--- src/rtl/uart_pkg.sv ---
// Shared UART definitions: transmitter state encoding, parity mode
// constants and the bit-period helper used by both uart_tx and uart_rx.
package uart_pkg;

  typedef enum logic [2:0] {
    IDLE,
    START,
    DATA,
    PARITY,
    STOP
  } uart_tx_state_e;

  localparam int PAR_NONE = 0;
  localparam int PAR_ODD  = 1;
  localparam int PAR_EVEN = 2;

  // Clock cycles per bit, rounded to the nearest whole cycle.
  function automatic int clks_per_bit(input int clk_hz, input int baud);
    return (clk_hz + baud / 2) / baud;
  endfunction

endpackage

--- src/rtl/uart_bit_timer.sv ---
// Loadable down-counter used for bit spacing.
//   CLK100MHZ   clock
//   CPU_RESETN  synchronous active-low reset
//   load        restart the count from load_val
//   load_val    cycles to wait minus one
//   done        one-cycle pulse when the loaded count reaches zero
module uart_bit_timer #(
  parameter int WIDTH = 10
) (
  input  logic             CLK100MHZ,
  input  logic             CPU_RESETN,
  input  logic             load,
  input  logic [WIDTH-1:0] load_val,
  output logic             done
);

  logic [WIDTH-1:0] r_count;
  logic             r_active;

  // r_active makes done a single pulse: once zero is reached the timer
  // goes quiet until it is reloaded.
  assign done = r_active && (r_count == '0);

  always_ff @(posedge CLK100MHZ) begin
    if (!CPU_RESETN) begin
      r_count  <= '0;
      r_active <= 1'b0;
    end else if (load) begin
      r_count  <= load_val;
      r_active <= 1'b1;
    end else if (r_count == '0) begin
      r_active <= 1'b0;
    end else begin
      r_count <= r_count - 1'b1;
    end
  end

endmodule

--- src/rtl/uart_tx.sv ---
// 8-bit UART transmitter: start bit, 8 data bits LSB first, optional
// parity, 1 or 2 stop bits. All outputs are registered.
//   CLK100MHZ   system clock
//   CPU_RESETN  synchronous active-low reset
//   tx_data     byte to send, sampled on accept
//   tx_valid    byte offered
//   tx_ready    block can accept a byte (high only in IDLE)
//   tx_busy     frame in progress (inverse of tx_ready)
//   uart_txd    serial line, idle high
module uart_tx
  import uart_pkg::*;
#(
  parameter int CLK_FREQ_HZ = 100_000_000,
  parameter int BAUD        = 115200,
  parameter int PARITY      = 0,
  parameter int STOP_BITS   = 1
) (
  input  logic       CLK100MHZ,
  input  logic       CPU_RESETN,
  input  logic [7:0] tx_data,
  input  logic       tx_valid,
  output logic       tx_ready,
  output logic       tx_busy,
  output logic       uart_txd
);

  localparam int CLKS_PER_BIT = clks_per_bit(CLK_FREQ_HZ, BAUD);
  localparam int STOP_CLKS    = STOP_BITS * CLKS_PER_BIT;
  localparam int CW           = (STOP_CLKS > 1) ? $clog2(STOP_CLKS) : 1;
  localparam logic [CW-1:0] BIT_LAST  = CW'(CLKS_PER_BIT - 1);
  localparam logic [CW-1:0] STOP_LAST = CW'(STOP_CLKS - 1);

  uart_tx_state_e r_state, w_state;
  logic [7:0]     r_shift, w_shift;
  logic [2:0]     r_bit_idx, w_bit_idx;
  logic           r_par, w_par;
  logic           r_txd, w_txd;
  logic           r_ready, r_busy;
  logic           w_load;
  logic [CW-1:0]  w_load_val;
  logic           w_done;

  uart_bit_timer #(.WIDTH(CW)) u_timer (
    .CLK100MHZ  (CLK100MHZ),
    .CPU_RESETN (CPU_RESETN),
    .load       (w_load),
    .load_val   (w_load_val),
    .done       (w_done)
  );

  // Next-state logic also computes the next line level so uart_txd is a
  // flop that changes on the same edge as the state.
  always_comb begin
    w_state    = r_state;
    w_shift    = r_shift;
    w_bit_idx  = r_bit_idx;
    w_par      = r_par;
    w_txd      = r_txd;
    w_load     = 1'b0;
    w_load_val = BIT_LAST;
    unique case (r_state)
      IDLE: begin
        w_txd = 1'b1;
        if (tx_valid && r_ready) begin
          w_state   = START;
          w_shift   = tx_data;
          w_par     = (PARITY == PAR_ODD) ? ~^tx_data : ^tx_data;
          w_bit_idx = '0;
          w_txd     = 1'b0;
          w_load    = 1'b1;
        end
      end
      START: begin
        if (w_done) begin
          w_state   = DATA;
          w_bit_idx = '0;
          w_txd     = r_shift[0];
          w_load    = 1'b1;
        end
      end
      DATA: begin
        if (w_done) begin
          w_load = 1'b1;
          if (r_bit_idx == 3'd7) begin
            if (PARITY != PAR_NONE) begin
              w_state = uart_pkg::PARITY;
              w_txd   = r_par;
            end else begin
              w_state    = STOP;
              w_txd      = 1'b1;
              w_load_val = STOP_LAST;
            end
          end else begin
            w_shift   = r_shift >> 1;
            w_bit_idx = r_bit_idx + 3'd1;
            w_txd     = w_shift[0];
          end
        end
      end
      uart_pkg::PARITY: begin
        if (w_done) begin
          w_state    = STOP;
          w_txd      = 1'b1;
          w_load     = 1'b1;
          w_load_val = STOP_LAST;
        end
      end
      STOP: begin
        if (w_done) begin
          w_state = IDLE;
          w_txd   = 1'b1;
        end
      end
      default: begin
        w_state = IDLE;
        w_txd   = 1'b1;
      end
    endcase
  end

  always_ff @(posedge CLK100MHZ) begin
    if (!CPU_RESETN) begin
      r_state   <= IDLE;
      r_shift   <= '0;
      r_bit_idx <= '0;
      r_par     <= 1'b0;
      r_txd     <= 1'b1;
      r_ready   <= 1'b1;
      r_busy    <= 1'b0;
    end else begin
      r_state   <= w_state;
      r_shift   <= w_shift;
      r_bit_idx <= w_bit_idx;
      r_par     <= w_par;
      r_txd     <= w_txd;
      r_ready   <= (w_state == IDLE);
      r_busy    <= (w_state != IDLE);
    end
  end

  assign tx_ready = r_ready;
  assign tx_busy  = r_busy;
  assign uart_txd = r_txd;

endmodule

--- config.mk ---
export PLATFORM = sky130hd
export DESIGN_NAME = uart_tx
export DESIGN_NICKNAME = d
export VERILOG_FILES = /design/src/rtl/uart_pkg.sv /design/src/rtl/uart_bit_timer.sv /design/src/rtl/uart_tx.sv
export SDC_FILE = /design/constraint.sdc
export NUM_CORES = 1
export LEC_CHECK = 0
export BUFFER_PORTS_ARGS = -buffer_cell sky130_fd_sc_hd__buf_2
export CAP_MARGIN = 20
export CORE_MARGIN = 2
export CORE_UTILIZATION = 40
export CTS_BUF_LIST = sky130_fd_sc_hd__clkbuf_4
export DETAILED_ROUTE_END_ITERATION = 6
export HOLD_SLACK_MARGIN = 0.12
export PLACE_DENSITY = 0.68
export SYNTH_ARGS = -nofsm -noshare
export SYNTH_HDL_FRONTEND = slang
export SYNTH_HIERARCHICAL = 1
export SYNTH_SLANG_ARGS = --single-unit
--- constraint.sdc ---
create_clock -name CLK100MHZ -period 2.8 [get_ports CLK100MHZ]
set_clock_uncertainty 0.05 [all_clocks]
set_input_delay 0.56 -clock CLK100MHZ [delete_from_list [all_inputs] [get_ports CLK100MHZ]]
set_output_delay 0.56 -clock CLK100MHZ [all_outputs]
set_load 0.02 [all_outputs]
; ---- After elaboration in Yosys (flattened, before gate mapping)
; Index checks and enable logic that the tools add are counted.
; W data, S select, Z words.
[classes]
reduce_logical = 15
eq_ne = 11
addsub = 2
bitwise_logic = 1
muxes = 29
[ops]
columns = operator, count
row1 = $mux W3, 10
row2 = $mux W8, 3
row3 = $mux W10, 2
row4 = $pmux W8 S2, 1
row5 = $pmux W3 S5, 1
row6 = $logic_not A10 Y1, 1
row7 = $sub A10 B1 Y10 const B, 1
row8 = $mux W1, 9
row9 = $pmux W3 S3, 1
row10 = $ne A2 B1 Y1 const B, 4
row11 = $eq A3 B2 Y1 const B, 2
row12 = $eq A3 B3 Y1 const B, 2
row13 = $logic_not A3 Y1, 2
row14 = $reduce_bool A3 Y1, 2
row15 = $reduce_and A5 Y1, 1
row16 = $ne A2 B2 Y1 const B, 2
row17 = $pmux W1 S4, 1
row18 = $reduce_and A4 Y1, 1
row19 = $reduce_bool A2 Y1, 2
row20 = $reduce_or A2 Y1, 2
row21 = $add A3 B1 Y3 const B, 1
row22 = $eq A3 B1 Y1 const B, 1
row23 = $reduce_and A3 Y1, 1
row24 = $reduce_or A3 Y1, 1
row25 = other kinds (3), 4
[totals]
inputBits = 11
ff_bits = 28
wordCells = 67

; ---- Longest topological paths before layout
; Gate-level depths: netlist of the first run.
[depth]
word_depth = 5
depth_mapped = 13
mapped_depth_nobuf = 11

; ---- Modules after synthesis
; Netlist of the first run, hierarchy kept.
[modules_own_cells]
columns = module, cells_each, area_each_um2, n_inst, seq_area_each_um2
row1 = uart_tx, 95, 909.6, 1, 340.3
row2 = uart_bit_timer, 73, 606.8, 1, 220.2

; ---- Least setup slack after synthesis of the first run
; OpenSTA, ideal clock, no wires.
[synth_path]
kind = register to register
from = register u_timer.r_count[0]
to = register u_timer.r_count[4]
t_arrival_ns = 2.536
path_stages_with_launch = 14
slack_ns = 0.082
path_buffers = 3
required_time_ns = 2.619
path_cell_list = dfxtp_1 > inv_1 > ha_1 > nor4b_1 > and3_2 > and2_2 > buf_2 > o21ai_0 > a21oi_1 > buf_6 > inv_1 > clkbuf_1 > o21ai_0 > a21oi_1
[synth_between]
elab_chain_len = 5
[synth_rtl]
columns = element, line
row1 = "start, declared", uart_bit_timer.sv:17  ; logic [WIDTH-1:0] r_count;
row2 = "start signal, assigned", uart_bit_timer.sv:29  ; r_count <= load_val;
row3 = "start signal, assigned", uart_bit_timer.sv:34  ; r_count <= r_count - 1'b1;
row4 = $logic_not A10 Y1, uart_bit_timer.sv:22  ; assign done = r_active && (r_count == '0);
row5 = $logic_and A1 B1 Y1, uart_bit_timer.sv:22
row6 = net w_done, uart_tx.sv:41  ; logic w_done;
row7 = $mux W1, "uart_tx.sv:74, uart_tx.sv:82, uart_tx.sv:101"
row8 = $pmux W1 S2, uart_tx.sv:61  ; unique case (r_state)
row9 = net w_load, uart_tx.sv:39  ; logic w_load;
row10 = $reduce_or A2 Y1 (no source line), n/a
; The timed path passes the listed nets, and every way through them passes these cells.
; A chain may end at the register's enable or synchronous reset.

; ---- Final worst setup path of the first run
[layout_path]
from = register u_timer.r_count[0]
to = register u_timer.r_count[3]
; Same word-level chain as after synthesis.

==> summary.md, run 1 <==
| Metric | Value |
|---|---|
| Antenna cells | `0` |
| Pin count of the biggest net entering global routing | `34` |
| Cells after DPL | `229` |
| CP arrival | `2.74 ns` |
| Post-CTS setup buffer count | `0` |
| CTS sink count | `28` |
| Die ar. | `0.00430 mm2` |
| Largest family of logic cells by synthesized area | `compound AO/OA/AOI/OAI gates` |
| Top cell type's share of synthesized area | `a little under two fifths` |
| Max_cap viols | `0` |
| Synth Area in Compound Gates | `around 22%` |
| Input/output buffers | `13` |
| DR iter-0 viols | `61` |
| Ys flop type | `dfxtp_1` |
| Drt pass-1 iters | `4` |
| Setup TNS | `0 ns` |
| CP endpoint | `u_timer/r_count[3]$_SDFFE_PN0P_` |
| Worst hold margin | `about 0.43 ns` |
| Met2 Wirelength | `~1.2 mm` |
| CP startpoint | `u_timer/r_count[0]$_SDFFE_PN0P_` |
| CP top delay family | `simple AND/OR/NAND/NOR gates` |
| Final estimated routing congestion in global placement | `between 0.8 and 0.9` |
| WP buf/inv | `2` |
| Worst-path fanout max | `13` |
| Adder-cell share of the synthesized area | `~2.5%` |
| Layout Cells excl Fill | `approximately 230` |
| CTS tree | `done` |
| Clock root cell | `clkbuf_4` |
| Clock Tree Buf Depth | `2` |
| Sequential share of the synthesized area | `approximately 37%` |
| GRT Util Overall | `between 10% and 20%` |
| Synth warnings | `6` |
| IO Pins | `14` |
| P_leak | `around 0.00063 uW` |
| Ys async rst share | `0%` |
| Worst Hold Class | `flop to flop` |
| Fin. max-slew vios | `0` |
| Mapped Area | `0.00152 mm2` |
| Post-Synth XOR/XNOR Area | `under 10%` |
| Congestion Overflow GR | `0` |
| Status | `completed` |
| Clock transition at path regs | `0.14 ns` |
| Required time worst endpoint | `3.02 ns` |
| Initial Util | `41.4%` |
| Hpwl dp | `just under 2 mm` |
| Avg WL per Cell | `about 12 um` |
| Register cell area after layout | `around 560 um2` |
| Filler cells | `361` |
| Slowest cell on the critical path | `dfxtp_1` |
| Vias | `approximately 1,200` |
| Post-Route WL | `2.77 mm` |
| VDD IR max | `374 uV` |
| Area of the multi-input gates | `~890 um2` |
| Worst path max stage delay | `0.39 ns` |
| Chip Height | `65.6 um` |
| Setup violators final | `0` |
| Clk_lat worst skew | `0.31 ns` |
| Chip width | `65.6 um` |
| Worst slew pin tran | `0.621 ns` |
| Proportion of synthesized area in mux cells | `7.92%` |
| Vias/cell | `roughly 5.1` |
| Remaining antenna violation count after routing | `0` |
| R2R cell count | `11` |
| Share of cells above drive strength 1 | `17.4%` |
| R2R Path Start | `u_timer/r_count[0]$_SDFFE_PN0P_` |
| Max Clk Rate | `a little under 0.4 GHz` |
| Crit Path Category | `flop to flop` |
| RSZ-0062 raised after global routing | `false` |
| CTS H-tree lvls | `1` |
| Most common cell on crit path | `inv_1` |
| First-pass GRT wire length | `~5 mm` |
| Min Tclk post-route | `between 2 and 3 ns` |
| Count of state elements after synthesis | `28` |
| Yosys cell types | `47` |
| R2R Path End | `u_timer/r_count[3]$_SDFFE_PN0P_` |
| Post-synth EDFFs | `0` |
| M1 WL | `about 1.5 mm` |
| Post-Syn Instances | `approximately 170` |
| Std cell rows | `22` |
| Area Growth Syn to Fin | `7.92%` |
| Simple-gate share of the synthesized area | `between 20% and 30%` |
| Routed wl met3 | `approximately 53 um` |
| Critical path depth | `11` |
| CTS buffer count | `3` |
| Hold path startpoint | `r_bit_idx[1]$_SDFFE_PN0P_` |
| Final worst-path cycle share | `90.1%` |
| Cell taking the most area after synthesis | `dfxtp_1` |
| Ranking of synthesized cells by area | `dfxtp_1, mux2i_1, a21oi_1` |
| Total core area | `roughly 0.0037 mm2` |
| Worst path cell trace | `inv_1, ha_1, nor4b_2, and3_2, and2_2, o21ai_0, a21oi_1, inv_1, nand2_1, a211oi_1, a31o_2` |
| Initial antenna violation count | `0` |
| Relative slew margins | `roughly three fifths` |
| Fin util | `roughly 45%` |
| Fin nets | `200` |
| Top sig layer | `met4` |
| Hold path cells | `2` |
| Mean Syn Cell Area | `around 9.0 um2` |
| Count of final hold-check violations | `0` |
| Critical Path Sink Type | `flop` |
| Power Dens Cells | `a little over 700 mW/mm2` |
| Reg2Reg Setup Slack | `approximately 0.28 ns` |
| Drt drc | `0` |
| Number of global-route vias before repair | `roughly 1,100` |
| Setup crit start kind | `flop` |
-- cell families after synthesis --
kind of cell | Yosys count
AOI/OAI and AO/OA | 53
and+or+nand+nor | 53
DFF | 28
buffers and inverters | 14
muxes | 12
adders and majority gates | 3
xor gates and xnor gates | 3
other | 2
-- layout make-up --
| type | count | share of cell area [%] |
|---|---|---|
| multi-input combinational | 134 | 54.7 |
| sequential | 28 | 34.3 |
| timing repair buffer | 16 | 5.35 |
| tap | 48 | 3.67 |
| clock buffer | 3 | 1.38 |
| inverter | 3 | 0.688 |
-- layout by cell type, fill, tap and decap left out, types with 3 or more instances in the layout --
master and count:
a21oi_1 18, buf_2 13, buf_4 3, clkbuf_4 3
conb_1 10, dfxtp_1 28, ha_1 3, inv_1 3
mux2i_1 12, nand2_1 11, nand3_1 7, nand3b_1 4
nor2_1 6, nor3_1 4, o21ai_0 14, o31ai_1 4
-- cell usage after synthesis (all sizes together) (3+ instances only) --
library cell,n
inv,3
nand4b,3
o31ai,4
mux2i,12
ha,3
nand2,11
nand3,7
dfxtp,28
o21ai,18
nor3,4
nand3b,4
a21oi,21
buf,9
nor2,7
-- layer usage --
metal  up-vias  global-route usage, %
li1        647                      -
met1       525                   20.4
met2         9                   23.9
met3         2                   2.57
met4         0                   4.69
met5         -                      0
-- per-stage QoR --
stage	instance area (um2)	power (uW)	worst slack (ns)
after global routing	1640	1270	0.0223
after global placement	1610	1010	0.331
after floorplan	1550	905	0.0825
final	1640	1170	0.278
after detailed placement	1610	1010	0.222
after CTS	1630	1170	0.206
-- worst reg2reg max path, cell delays in order, from the launching register on --
cell      delay, ns
dfxtp_1        0.39
inv_1          0.07
ha_1           0.24
nor4b_2        0.18
and3_2         0.25
and2_2         0.25
o21ai_0        0.09
a21oi_1        0.10
inv_1          0.29
nand2_1        0.17
a211oi_1       0.27
a31o_2         0.14
-- power by group --
group | total [uW] | switching (uW) | leakage [uW] | internal (uW)
registers | 560 | 84.8 | 0.000231 | 475
logic | 453 | 236 | 0.000385 | 217
clock network | 156 | 106 | 0.0000138 | 50.2
total | 1170 | 427 | 0.000629 | 742
-- state kept, by name (all words and copies together) (netlist names) --
signal            count
r_bit_idx             3
uart_txd              1
u_timer/r_active      1
r_state               3
r_shift               8
u_timer/r_count      10
tx_busy               1
tx_ready              1
-- what timing repair did --
item	4_1_cts	5_1_grt
endpoints found under the setup margin	0	2
hold buffers	0	0
resized for setup	0	1
-- worst min path at each step --
stage	endpoint
after CTS	r_shift[7]$_SDFFE_PN0P_
after global routing	r_bit_idx[2]$_SDFFE_PN0P_
final	r_bit_idx[1]$_SDFFE_PN0P_
after detailed placement	r_bit_idx[2]$_SDFFE_PN0P_
after floorplan	r_bit_idx[1]$_SDFFE_PN0P_
after global placement	r_bit_idx[1]$_SDFFE_PN0P_
Power figures use the tool's default switching activity.
==> inputs of run 2 (changes only) <==
--- a/config.mk
+++ b/config.mk
@@ -5,14 +5,14 @@
 export SDC_FILE = /design/constraint.sdc
 export NUM_CORES = 1
 export LEC_CHECK = 0
-export BUFFER_PORTS_ARGS = -buffer_cell sky130_fd_sc_hd__buf_2
 export CAP_MARGIN = 20
 export CORE_MARGIN = 2
 export CORE_UTILIZATION = 40
 export CTS_BUF_LIST = sky130_fd_sc_hd__clkbuf_4
 export DETAILED_ROUTE_END_ITERATION = 6
+export DONT_BUFFER_PORTS = 1
 export HOLD_SLACK_MARGIN = 0.12
-export PLACE_DENSITY = 0.68
+export PLACE_DENSITY = 0.64
 export SYNTH_ARGS = -nofsm -noshare
 export SYNTH_HDL_FRONTEND = slang
 export SYNTH_HIERARCHICAL = 1
==> run 2 against run 1 <==
Effect of this change:
- die area is the same
- clock-buffer cell count unchanged
- register-to-register slack got worse by 0.06 ns
- worst hold slack got worse by 0.16 ns
- critical path depth is the same
- clock power increased by 75%
- non-clock buffer count fell by 13
- sequential share of layout area up 0.75 points
- setup slack worse by 0.065 ns
==> summary.md, run 2 (synthesis results as in run 1) <==
| Metric | Value |
|---|---|
| Status | `completed` |
| Clock root cell | `clkbuf_4` |
| CTS tree | `done` |
| Power Dens Cells | `801 mW/mm2 (+12%)` |
| First-pass GRT wire length | `5.40 mm (+7.6%)` |
| Vias/cell | `5.54 (+8.6%)` |
| Hold path cells | `2 (unchanged)` |
| Avg WL per Cell | `13.8 um (+16%)` |
| Most flop-heavy register | `u_timer/r_count` |
| Die ar. | `0.00430 mm2 (unchanged)` |
| Clock Tree Buf Depth | `2 (unchanged)` |
| Remaining antenna violation count after routing | `0 (unchanged)` |
| Required time worst endpoint | `3.05 ns (+0.03 ns)` |
| Fin. max-slew vios | `0 (unchanged)` |
| RSZ-0062 raised after global routing | `false` |
| CTS sink count | `28 (unchanged)` |
| Cts hold-fix bufs | `0 (unchanged)` |
| Filler cells | `348 (-3.6%)` |
| Hold endpoint | `r_shift[6]$_SDFFE_PN0P_` |
| Setup TNS | `0 ns (unchanged)` |
| Drt drc | `0 (unchanged)` |
| PnR worst setup slack | `0.213 ns (-0.0649 ns)` |
| Fin nets | `187 (-6.5%)` |
| Worst Hold Class | `primary input to flop` |
| Min Tclk post-route | `2.59 ns (+0.0649 ns)` |
| Std cell rows | `22 (unchanged)` |
| Overall power | `1280 uW (+9.8%)` |
| Pin count of the biggest net entering global routing | `34 (unchanged)` |
| P_leak | `0.000593 uW (-5.7%)` |
| CTS resizes | `0 (unchanged)` |
| CP arrival | `2.83 ns (+0.09 ns)` |
| CTS H-tree lvls | `1 (unchanged)` |
| IO Pins | `14 (unchanged)` |
| Hpwl dp | `2.15 mm (+9.6%)` |
| Setup violators final | `0 (unchanged)` |
| Critical Path Sink Type | `flop` |
| Total core area | `0.00366 mm2 (unchanged)` |
| Chip Height | `65.6 um (unchanged)` |
| Count of final hold-check violations | `0 (unchanged)` |
| Initial antenna violation count | `0 (unchanged)` |
| Number of global-route vias before repair | `1,207 (+6.9%)` |
| Fin util | `43.7% (-0.96 points)` |
| Max_cap viols | `0 (unchanged)` |
| Hold path startpoint | `CPU_RESETN` |
| Commonest non-fill, non-tap cell in the layout | `dfxtp_1` |
| Chip width | `65.6 um (unchanged)` |
| Largest register FFs | `10 (unchanged)` |
| Max Clk Rate | `0.387 GHz (-2.5%)` |
| Initial Util | `41.4% (unchanged)` |
| DR iter-0 viols | `56 (-8.2%)` |
| Relative slew margins | `58.5% (about the same)` |
| Clk_lat worst skew | `0.35 ns (+0.04 ns)` |
| R2R Path Start | `u_timer/r_count[0]$_SDFFE_PN0P_` |
| Post-CTS setup buffer count | `0 (unchanged)` |
| GRT Util Overall | `15.9% (+1.0 points)` |
| Top Registers | `u_timer/r_count (10), r_shift (8)` |
| Crit Path Category | `flop to flop` |
| Area Growth Syn to Fin | `5.61%` |
| Worst-path fanout max | `13 (unchanged)` |
| VDD IR max | `247 uV (-34%)` |
| Clock transition at path regs | `0.16 ns (+0.02 ns)` |
| CTS buffer count | `3 (unchanged)` |
| Input/output buffers | `0 (-13)` |
| Vias | `1,218 (+3.0%)` |
| Reg2Reg Setup Slack | `0.21 ns (-0.06 ns)` |
| Worst slew pin tran | `0.622 ns (+0.000822 ns)` |
| Commonest non-fill, non-tap cells in the layout | `dfxtp_1, a21oi_1, o21ai_0, mux2i_1, nand2_1` |
| Setup crit start kind | `flop` |
| Congestion Overflow GR | `0 (unchanged)` |
| Drt pass-1 iters | `4 (unchanged)` |
| Post-Place Worst Slack | `0.162 ns (-0.0600 ns)` |
| Final worst-path cycle share | `92.4% (+2.3 points)` |
| Post-Route WL | `3.04 mm (+10%)` |
| R2R Path End | `u_timer/r_count[3]$_SDFFE_PN0P_` |
| Final estimated routing congestion in global placement | `0.843 (-1.4%)` |
| Share of cells above drive strength 1 | `11.6% (-5.8 points)` |
| Antenna cells | `0 (unchanged)` |
| R2R cell count | `11 (unchanged)` |
==> run 2: metrics by stage <==
| stage | hold slack, ns | cell area [um2] | instances |
|---|---|---|---|
| after floorplan | 0.388 | 1550 | 176 |
| after global placement | 0.396 | 1540 | 216 |
| after detailed placement | 0.401 | 1540 | 216 |
| after CTS | 0.239 | 1600 | 220 |
| after global routing | 0.251 | 1600 | 220 |
| final | 0.263 | 1600 | 220 |
==> run 2: per-layer routing <==
metal | track usage [%] | vias to the layer above | wire, um
li1 | - | 624 | -
met1 | 20.5 | 562 | 1430
met2 | 25.8 | 25 | 1430
met3 | 2.23 | 7 | 106
met4 | 8.33 | 0 | 72
met5 | 0 | - | 0
==> run 2: where the power goes <==
part	total (uW)	switching [uW]	internal [uW]
sequential	573	97.8	475
combinational	437	229	208
clock	273	128	145
==> run 2: how the worst max path moves through the flow <==
stage                                          from                               to  slack, ns  depth (start not counted)
floorplan           u_timer/r_count[0]$_SDFFE_PN0P_  u_timer/r_count[4]$_SDFFE_PN0P_       0.08                         13
global placement    u_timer/r_count[0]$_SDFFE_PN0P_  u_timer/r_count[1]$_SDFFE_PN0P_       0.35                         11
detailed placement  u_timer/r_count[0]$_SDFFE_PN0P_  u_timer/r_count[1]$_SDFFE_PN0P_       0.16                         11
CTS                 u_timer/r_count[0]$_SDFFE_PN0P_  u_timer/r_count[1]$_SDFFE_PN0P_       0.14                         11
global route        u_timer/r_count[0]$_SDFFE_PN0P_  u_timer/r_count[1]$_SDFFE_PN0P_       0.03                         11
finish              u_timer/r_count[0]$_SDFFE_PN0P_  u_timer/r_count[3]$_SDFFE_PN0P_       0.21                         11
==> run 2: layout make-up <==
class	instances	area (um2)	share of cell area, %
clock inverter	1	30.0	1.87
timing repair buffer	3	22.5	1.41
tap	48	60.1	3.75
inverter	3	11.3	0.703
sequential	28	561	35.0
clock buffer	3	22.5	1.41
multi-input combinational	134	895	55.9
==> run 2: worst max-delay path, stage by stage (launching register included) <==
cell and delay, ns:
dfxtp_1 0.41, inv_1 0.08, ha_1 0.26, nor4b_2 0.19
and3_2 0.25, and2_2 0.25, o21ai_0 0.09, a21oi_1 0.11
inv_1 0.30, nand2_1 0.17, a211oi_1 0.27, a31o_2 0.14
